--- src/rtl/du_program_loader.sv ---
// du_program_loader: receive-side stage of the debug unit.
// Decodes UART bytes into an instruction count, little-endian instructions
// written to instruction memory, and operation-mode bytes once loading ends.
// Optional build macro DU_LOADER_CHECKSUM_EN adds a trailing XOR checksum byte.
module du_program_loader #(
  parameter int unsigned NB_DATA    = 32,
  parameter int unsigned N_BITS     = 8,
  parameter int unsigned N_BYTES    = 4,
  parameter int unsigned ADDR_WIDTH = 7
) (
  input  logic                  i_clock,
  input  logic                  i_reset,
  input  logic [N_BITS-1:0]     i_rx_data,
  input  logic                  i_rx_done,
  input  logic                  i_restart,
  input  logic                  i_mode_req,
  output logic [N_BITS-1:0]     o_instr_count,
  output logic                  o_count_ready,
  output logic [NB_DATA-1:0]    o_instr,
  output logic [ADDR_WIDTH-1:0] o_instr_addr,
  output logic                  o_instr_we,
  output logic                  o_load_done,
  output logic [N_BITS-1:0]     o_mode,
  output logic                  o_mode_valid,
  output logic                  o_chk_err
);

  localparam int unsigned BCW       = (N_BYTES > 1) ? $clog2(N_BYTES) : 1;
  localparam int unsigned MAX_COUNT = 2 ** ADDR_WIDTH;

`ifdef DU_LOADER_CHECKSUM_EN
  typedef enum logic [2:0] {S_COUNT, S_BYTES, S_WRITE, S_CHECK, S_DONE} state_t;
`else
  typedef enum logic [2:0] {S_COUNT, S_BYTES, S_WRITE, S_DONE} state_t;
`endif

  state_t                  state, state_n;
  logic [BCW-1:0]          byte_cnt, byte_cnt_n;
  logic [ADDR_WIDTH-1:0]   addr, addr_n;
  logic                    pend_valid, pend_valid_n;
  logic [N_BITS-1:0]       pend_data, pend_data_n;
  logic [N_BITS-1:0]       count_q, count_n;
  logic                    count_ready_q, count_ready_n;
  logic [NB_DATA-1:0]      instr_q, instr_n;
  logic [N_BITS-1:0]       mode_q, mode_n;
  logic                    mode_valid_q, mode_valid_n;

  logic                    byte_avail;
  logic [N_BITS-1:0]       byte_val;
  logic                    last_instr;
  logic [N_BITS-1:0]       sat_count;

`ifdef DU_LOADER_CHECKSUM_EN
  logic [N_BITS-1:0]       chk_acc, chk_acc_n;
  logic                    chk_err_q, chk_err_n;
`endif

  // A byte parked during the write cycle is always consumed before the live strobe
  assign byte_avail = pend_valid | i_rx_done;
  assign byte_val   = pend_valid ? pend_data : i_rx_data;
  assign last_instr = ((32'(addr) + 32'd1) == 32'(count_q));
  assign sat_count  = (32'(i_rx_data) > MAX_COUNT) ? N_BITS'(MAX_COUNT) : i_rx_data;

  // State and datapath registers
  always_ff @(posedge i_clock or negedge i_reset) begin
    if (!i_reset) begin
      state         <= S_COUNT;
      byte_cnt      <= '0;
      addr          <= '0;
      pend_valid    <= 1'b0;
      pend_data     <= '0;
      count_q       <= '0;
      count_ready_q <= 1'b0;
      instr_q       <= '0;
      mode_q        <= '0;
      mode_valid_q  <= 1'b0;
`ifdef DU_LOADER_CHECKSUM_EN
      chk_acc       <= '0;
      chk_err_q     <= 1'b0;
`endif
    end else begin
      state         <= state_n;
      byte_cnt      <= byte_cnt_n;
      addr          <= addr_n;
      pend_valid    <= pend_valid_n;
      pend_data     <= pend_data_n;
      count_q       <= count_n;
      count_ready_q <= count_ready_n;
      instr_q       <= instr_n;
      mode_q        <= mode_n;
      mode_valid_q  <= mode_valid_n;
`ifdef DU_LOADER_CHECKSUM_EN
      chk_acc       <= chk_acc_n;
      chk_err_q     <= chk_err_n;
`endif
    end
  end

  // Next-state and datapath update; restart overrides every state
  always_comb begin
    state_n       = state;
    byte_cnt_n    = byte_cnt;
    addr_n        = addr;
    pend_valid_n  = pend_valid;
    pend_data_n   = pend_data;
    count_n       = count_q;
    count_ready_n = count_ready_q;
    instr_n       = instr_q;
    mode_n        = mode_q;
    mode_valid_n  = 1'b0;
`ifdef DU_LOADER_CHECKSUM_EN
    chk_acc_n     = chk_acc;
    chk_err_n     = chk_err_q;
`endif

    case (state)
      S_COUNT: begin
        if (i_rx_done) begin
          count_n       = sat_count;
          count_ready_n = 1'b1;
          addr_n        = '0;
          byte_cnt_n    = '0;
`ifdef DU_LOADER_CHECKSUM_EN
          chk_acc_n     = '0;
`endif
          state_n       = (sat_count == '0) ? S_DONE : S_BYTES;
        end
      end
      S_BYTES: begin
        if (byte_avail) begin
          instr_n[N_BITS*byte_cnt +: N_BITS] = byte_val;
`ifdef DU_LOADER_CHECKSUM_EN
          chk_acc_n = chk_acc ^ byte_val;
`endif
          // When the parked byte is used, a simultaneous live strobe takes its place
          pend_valid_n = pend_valid & i_rx_done;
          if (pend_valid && i_rx_done) begin
            pend_data_n = i_rx_data;
          end
          if (32'(byte_cnt) == (N_BYTES - 1)) begin
            state_n = S_WRITE;
          end else begin
            byte_cnt_n = byte_cnt + BCW'(1);
          end
        end
      end
      S_WRITE: begin
        byte_cnt_n = '0;
        if (i_rx_done) begin
          pend_valid_n = 1'b1;
          pend_data_n  = i_rx_data;
        end
        if (last_instr) begin
`ifdef DU_LOADER_CHECKSUM_EN
          state_n = S_CHECK;
`else
          state_n = S_DONE;
`endif
        end else begin
          addr_n  = addr + ADDR_WIDTH'(1);
          state_n = S_BYTES;
        end
      end
`ifdef DU_LOADER_CHECKSUM_EN
      S_CHECK: begin
        if (byte_avail) begin
          if (byte_val != chk_acc) begin
            chk_err_n = 1'b1;
          end
          pend_valid_n = 1'b0;
          state_n      = S_DONE;
        end
      end
`endif
      S_DONE: begin
        pend_valid_n = 1'b0;
        if (i_rx_done && i_mode_req) begin
          mode_n       = i_rx_data;
          mode_valid_n = 1'b1;
        end
      end
      default: begin
        state_n = S_COUNT;
      end
    endcase

    if (i_restart) begin
      state_n       = S_COUNT;
      count_n       = count_q;
      count_ready_n = 1'b0;
      addr_n        = '0;
      byte_cnt_n    = '0;
      pend_valid_n  = 1'b0;
      pend_data_n   = pend_data;
      instr_n       = instr_q;
      mode_n        = mode_q;
      mode_valid_n  = 1'b0;
`ifdef DU_LOADER_CHECKSUM_EN
      chk_acc_n     = chk_acc;
      chk_err_n     = 1'b0;
`endif
    end
  end

  assign o_instr_count = count_q;
  assign o_count_ready = count_ready_q;
  assign o_instr       = instr_q;
  assign o_instr_addr  = addr;
  assign o_instr_we    = (state == S_WRITE);
  assign o_load_done   = (state == S_DONE);
  assign o_mode        = mode_q;
  assign o_mode_valid  = mode_valid_q;
`ifdef DU_LOADER_CHECKSUM_EN
  assign o_chk_err     = chk_err_q;
`else
  assign o_chk_err     = 1'b0;
`endif

endmodule
--- config.mk ---
export PLATFORM = sky130hd
export DESIGN_NAME = du_program_loader
export DESIGN_NICKNAME = d
export VERILOG_FILES = /design/src/rtl/du_program_loader.sv
export SDC_FILE = /design/constraint.sdc
export NUM_CORES = 1
export LEC_CHECK = 0
export ABC_AREA = 1
export BUFFER_PORTS_ARGS = -buffer_cell sky130_fd_sc_hd__buf_2
export CAP_MARGIN = 0
export CORE_MARGIN = 2
export CORE_UTILIZATION = 39
export DETAILED_ROUTE_END_ITERATION = 10
export GPL_ROUTABILITY_DRIVEN = 0
export PLACE_DENSITY = 0.72
export SLEW_MARGIN = 10
export SYNTH_ARGS = -nofsm -noshare
export SYNTH_HDL_FRONTEND = slang
export SYNTH_SLANG_ARGS = --single-unit
--- constraint.sdc ---
create_clock -name i_clock -period 4.55 [get_ports i_clock]
set_clock_uncertainty 0.1 [all_clocks]
set_input_delay 1.1375 -clock i_clock [delete_from_list [all_inputs] [get_ports i_clock]]
set_output_delay 1.1375 -clock i_clock [all_outputs]
set_load 0.01 [all_outputs]
==> metrics.md, run 1 <==
| Metric | Value |
|---|---|
| Synth Cell Area | around 3500 µm² |
| Area leader, netlist | dfrtp_1 |
| Dpl cell area | between 3000 and 4000 µm² |
| Clk root buf | clkbuf_8 |
| H-tree Lvls | 3 |
| Vias in the first global route | a little under 3k |
| RR Endpoint | o_instr[20]$_DFFE_PN0P_ |
| Switching share of total power | 0.359 |
| Worst-Margin Slew | between 0.7 and 0.8 ns |
| Clk sink count | 70 |
| Total power | approximately 1.9 mW |
| Hold Crit Depth | 2 |
| CP Capture Type | output pin |
| Fin crit period | 2.41 ns |
| Pwr/cell area | approximately 460 nW/µm² |
| Core Area | 8640 µm² |
| Hold Vio Cnt, Final | 0 |
| Drt total wl | 8770 µm |
| Rel. slew slack | 0.472 |
| Internal Pwr Total | ~1.2 mW |
| Min-Delay Path Class | flip-flop to flip-flop |
| Antenna violations before repair | 0 |
| Count of final setup violators | 0 |
| Clk_lat worst skew | about 0.35 ns |
| Initial Util | 0.400 |
| Clock Power Share | 0.291 |
| Die area | between 9000 and 10000 µm² |
| First-pass GRT wire length | about 14000 µm |
| Logic pwr share | 0.273 |
| Resized cells post-CTS | 0 |
| LEAKAGE | between 2 and 2.5 nW |
| Synth Register Bits | 70 |
| DRC errors left | 0 |
| Cts hold-fix bufs | 0 |
| Critical path arrival | approximately 1.2 ns |
| Sequential-to-total area share from yosys stat | 0.508 |
| R2r startpoint | byte_cnt[0]$_DFFE_PN0P_ |
| Slowest stage cell, crit path | dfrtp_1 |
| Worst r2r path cells | 6 |
| Max Clock Freq | between 400 and 500 MHz |
| 1st-iter DRT viols | about 200 |
| Sequential Power Share | 0.437 |
| Status | completed |
| Syn Nets | 439 |
| DP Cell Count | 588 |
| Most frequent cells in the layout | nand2_1, buf_2, dfrtp_1 |
| Synth cell types | 33 |
| Final #Nets | 512 |
| Clock buffer count from CTS | 9 |
| Top Ports | between 70 and 80 |
| Yosys warns | 0 |
| Crit-path max cell delay | 0.46 ns |
| Critical path, cell by cell | inv_2 -> nor2_4 -> buf_2 |
| Drt via density | 5.21 |
| VDD IR max | 0.229 mV |
| Max-Cap Viols | 0 |
| Setup Fix Bufs, Post-CTS | 0 |
| Psw | 0.686 mW |
| CP Data Required Time | between 3 and 4 ns |
| WL/cell | approximately 14 µm |
| Floorplan row count | 34 |
| CTS clk-pin slew, worst paths | 0.08 ns |
| Post-synthesis average cell area | between 8 and 9 µm² |
| Final ANT Viol Nets | 0 |
| Setup TNS | 0 ns |
| TritonCTS clock tree | built |
| HPWL Detailed | about 6400 µm |
| Worst hold start | pend_data[4]$_DFFE_PN0P_ |
| Filler instances | between 800 and 900 |
| Crit Path Max Fanout | 7 |
| Type of the worst setup path | flip-flop to output pin |
| Cell count after synthesis | roughly 420 |
| Unrepaired setup endpoints after global routing | false |
| Fin crit share | 0.531 |
| Max-slew violations | 0 |
| All-Layer GR Usage | 0.189 |
| Hold EP | pend_data[4]$_DFFE_PN0P_ |
| Area Overhead vs Synth | 20.0% |
| Startpoint Class | flip-flop |
| Antenna diodes | 0 |
| Clock Path Buffers | 2 |
| DR vias | 3155 |
| Non-Filler Instances | roughly 610 |
| Ys async rst share | 1.00 |
| Synth area leaders | dfrtp_1, nand2_1, o21ai_0, nand3_1, inv_1 |
| Layout cells sized above 1 | 0.217 |
| R2R setup slack | roughly 2.4 ns |
| Ys flop type | dfrtp_1 |
| Post-route cell area | between 4000 and 5000 µm² |
| Port Buffers | 71 |
| Commonest non-fill, non-tap cell in the layout | nand2_1 |
| Post-synth EDFFs | 0 |
| Largest net degree at the start of global routing | 52 |
| Die H | a little under 100 µm |
| Die Width | approximately 98 µm |
| Yosys top cell area share | 0.508 |
| DR pass1 iterations | 5 |
| GR Overflow Total | 0 |
## per-layer routing
metal  share of wire  track usage  vias to the layer above
met3           0.055       0.0379                       19
li1                -            -                     1532
met5               0            0                        -
met4           0.026       0.0887                        0
met1            0.47        0.268                     1494
met2            0.45        0.278                      110
## synth_stat cells (2+ instances only)
library cell and n:
o22ai_1 6, clkbuf_1 7, nand3_1 31, nand4_1 10
nor2_2 6, nand2_1 111, inv_2 6, nand3b_1 8
o21ai_1 2, nor2_1 25, o21ai_0 59, nor2_4 2
inv_1 38, o31ai_1 9, a21oi_1 6, ha_1 7
dfrtp_1 70
## power by group through the flow
stage                     clock network (mW)  logic [mW]  registers [mW]
final                                  0.556       0.521           0.836
after global placement                     0       0.506           0.843
after CTS                              0.566       0.520           0.835
after detailed placement                   0       0.519           0.844
after global routing                   0.594       0.592           0.855
after floorplan                            0       0.306           0.861
## flip-flops by register name (all words and copies together), names as in the netlist
signal and cells:
o_instr 32, o_instr_count 8, o_mode 8, pend_data 8, o_instr_addr 7, byte_cnt 2, state 2, o_count_ready 1
o_mode_valid 1, pend_valid 1
## logic make-up (layout without fill, tap and decap cells)
family          after synthesis  in the layout  synth area share
flops                        70             70             0.508
compound gates               85             85             0.134
other cells                   1              1           0.00109
buf+inv                      56            134            0.0649
xor+xnor                      1              1           0.00254
fa+ha+maj                     7              7            0.0254
simple gates                199            199             0.264
## cell type report
class | instances | area, µm² | area share
clock buffer | 9 | 124 | 0.0299
clock inverter | 7 | 96.3 | 0.0233
inverter | 45 | 169 | 0.0408
multi-input combinational | 293 | 1480 | 0.356
sequential | 70 | 1750 | 0.423
tap | 108 | 135 | 0.0326
timing repair buffer | 73 | 390 | 0.0943
## how the worst max path moves through the flow
stage,from,endpoint,slack (ns),cells after the start
6_report,state[1]$_DFFE_PN0P_,o_instr_we,2.14,3
5_1_grt,i_restart,o_instr_count[3]$_DFFE_PN0P_,2.02,8
4_1_cts,state[1]$_DFFE_PN0P_,o_instr_we,2.12,3
3_5_place_dp,i_restart,o_instr_count[3]$_DFFE_PN0P_,1.81,8
3_3_place_gp,i_restart,o_instr_count[1]$_DFFE_PN0P_,1.89,8
2_1_floorplan,i_restart,o_instr_count[1]$_DFFE_PN0P_,2.33,7
## per-stage QoR
step	worst slack, ns	hold slack, ns	utilization
2_1_floorplan	2.33	0.348	-
3_3_place_gp	1.89	0.360	0.451
3_5_place_dp	1.81	0.367	0.451
4_1_cts	2.12	0.387	0.476
5_1_grt	2.02	0.412	0.480
6_report	2.14	0.386	0.480
## worst max-delay path: cells and delay by family, from the launching register on
kind / cells / cell delay (ns)
simple gates: 1 / 0.12
buf+inv: 2 / 0.26
flops: 1 / 0.46
(Power assumes the default switching activity.)
==> run 2: changes to the inputs <==
- PLACE_DENSITY: 0.72 -> 0.75
- clock period: 4.55 -> 2.2 ns (I/O delays scaled with it)
==> metrics.md, run 2 (synthesized netlist as in run 1, its figures left out) <==
| Metric | Value |
|---|---|
| Vias in the first global route | 2860 |
| DP Cell Count | 593 |
| Critical path, cell by cell | ha_1 -> nand2_1 -> nor2_2 -> nand3_1 -> nand3_1 -> nand2_1 -> nor2_2 -> nand3_4 -> nand2_4 -> nand3_1 -> nand2_1 |
| Drt via density | between 5 and 6 |
| Largest net degree at the start of global routing | between 70 and 80 |
| Post-route cell area | just over 4000 µm² |
| Commonest non-fill, non-tap cell in the layout | nand2_1 |
| DRC errors left | 0 |
| GRT busiest layer | met2 |
| Final ANT Viol Nets | 0 |
| Die H | between 90 and 100 µm |
| H-tree Lvls | 3 |
| Antenna violations before repair | 0 |
| WL/cell | 14.3 µm |
| Unrepaired setup endpoints after global routing | false |
| VDD IR max | about 0.50 mV |
| LEAKAGE | roughly 2.2 nW |
| All-Layer GR Usage | 0.184 |
| GR met1 Demand/Resource | 0.261 |
| Clk root buf | clkbuf_8 |
| Clock buffer count from CTS | 9 |
| Setup TNS | 0 ns |
| Floorplan row count | 34 |
| Initial Util | 0.400 |
| Clock Power Share | 0.252 |
| DR vias | ~3.2k |
| Setup Fix Bufs, Post-CTS | 0 |
| DR pass1 iterations | 4 |
| Internal Pwr Total | around 2.4 mW |
| Slowest stage cell, crit path | dfrtp_1 |
| Switching share of total power | 0.374 |
| Sequential Power Share | 0.450 |
| Crit path max-delay family | simple AND/OR/NAND/NOR gates |
| Multi-input logic area | approximately 1500 µm² |
| CP Data Required Time | ~2.4 ns |
| Top Ports | between 70 and 80 |
| Most frequent cells in the layout | nand2_1, buf_2, dfrtp_1 |
| CP Capture Type | flip-flop |
| Startpoint Class | flip-flop |
| CP bufs+invs | 0 |
| Worst-Margin Slew | 0.534 ns |
| Crit-path max cell delay | about 0.5 ns |
| PnR worst setup slack | 0.229 ns |
| Clock Path Buffers | 2 |
| Type of the worst setup path | flip-flop to flip-flop |
| Clk_lat worst skew | approximately 0.35 ns |
| Antenna diodes | 0 |
| Max Clock Freq | between 500 and 600 MHz |
| Die Width | 98.1 µm |
| CTS clk-pin slew, worst paths | ~0.070 ns |
| Met3 usage | 0.0444 |
| Final #Nets | ~520 |
| Fin crit share | 0.896 |
| Max-slew violations | 0 |
| R2R setup slack | between 0.2 and 0.25 ns |
| Die area | 9620 µm² |
| Max FFs per register | 32 |
| TritonCTS clock tree | built |
| Min-Delay Path Class | input pin to async pin |
| Port Buffers | approximately 70 |
| Resized cells post-CTS | 0 |
| Core Area | roughly 8600 µm² |
| Total power | approximately 3.8 mW |
| Count of final setup violators | 0 |
| 1st-iter DRT viols | between 200 and 300 |
| Worst r2r path cells | 11 |
| Util after Layout | 0.478 |
| Drt total wl | 8690 µm |
| Max-Cap Viols | 0 |
| FF/Latch Area | between 1500 and 2000 µm² |
| Worst hold margin | 0.109 ns |
| DP Worst Slack | between 0.2 and 0.3 ns |
| Critical path arrival | roughly 2.2 ns |
| GR Overflow Total | 0 |
| Logic pwr share | 0.298 |
| WP depth | 11 |
| Cts hold-fix bufs | 0 |
| Status | completed |
| Clk sink count | 70 |
| Layout cells sized above 1 | 0.224 |
| Rel. slew slack | 0.643 |
| Filler instances | between 800 and 900 |
| HPWL Detailed | roughly 6500 µm |
| Dpl cell area | ~3900 µm² |
| Non-Filler Instances | about 600 |
| Crit Path Max Fanout | 9 |
| First-pass GRT wire length | ~14000 µm |
| Fin crit period | slightly below 2 ns |
| Area Overhead vs Synth | 19.6% |
| Psw | 1.42 mW |
| Hold Vio Cnt, Final | 0 |
| Pwr/cell area | between 900 and 1000 nW/µm² |
| Met2 Track Usage GR | 0.277 |
-- run 2: changes by cell type in the layout (fill, tap and decap cells not counted) --
cell,previous run,this run
buf_12,0,1
buf_16,1,0
buf_4,1,5
bufinv_16,2,0
clkbuf_8,9,10
clkinv_4,0,2
clkinvlp_4,3,2
-- run 2: per-layer routing --
layer,vias up,share of wire
met3,11,0.065
met2,116,0.46
met4,0,0.015
met1,1503,0.46
li1,1543,-
met5,-,0
-- run 2: cell type report --
class / instances / share of cell area
Tap cell: 108 / 0.0327
Timing Repair Buffer: 77 / 0.100
Clock buffer: 10 / 0.0333
Inverter: 45 / 0.0409
Multi-Input combinational cell: 293 / 0.357
Clock inverter: 6 / 0.0112
Sequential cell: 70 / 0.424
-- run 2: final timing paths --
path | startpoint | endpoint
max in group asynchronous | i_reset | pend_valid$_DFFE_PN0P_
min in group i_clock | i_rx_data[4] | o_instr_count[4]$_DFFE_PN0P_
max | o_instr_addr[0]$_DFFE_PN0P_ | o_instr_addr[6]$_DFFE_PN0P_
min | i_reset | o_instr_addr[3]$_DFFE_PN0P_
max reg2reg | o_instr_addr[0]$_DFFE_PN0P_ | o_instr_addr[6]$_DFFE_PN0P_
min reg2reg | o_instr[13]$_DFFE_PN0P_ | o_instr[13]$_DFFE_PN0P_
-- run 2: power by group through the flow --
stage | clock network (mW) | logic (mW) | registers [mW]
2_1_floorplan | 0 | 0.634 | 1.78
3_3_place_gp | 0 | 1.10 | 1.72
3_5_place_dp | 0 | 1.12 | 1.73
4_1_cts | 0.976 | 1.13 | 1.70
5_1_grt | 1.02 | 1.27 | 1.74
6_report | 0.951 | 1.13 | 1.70
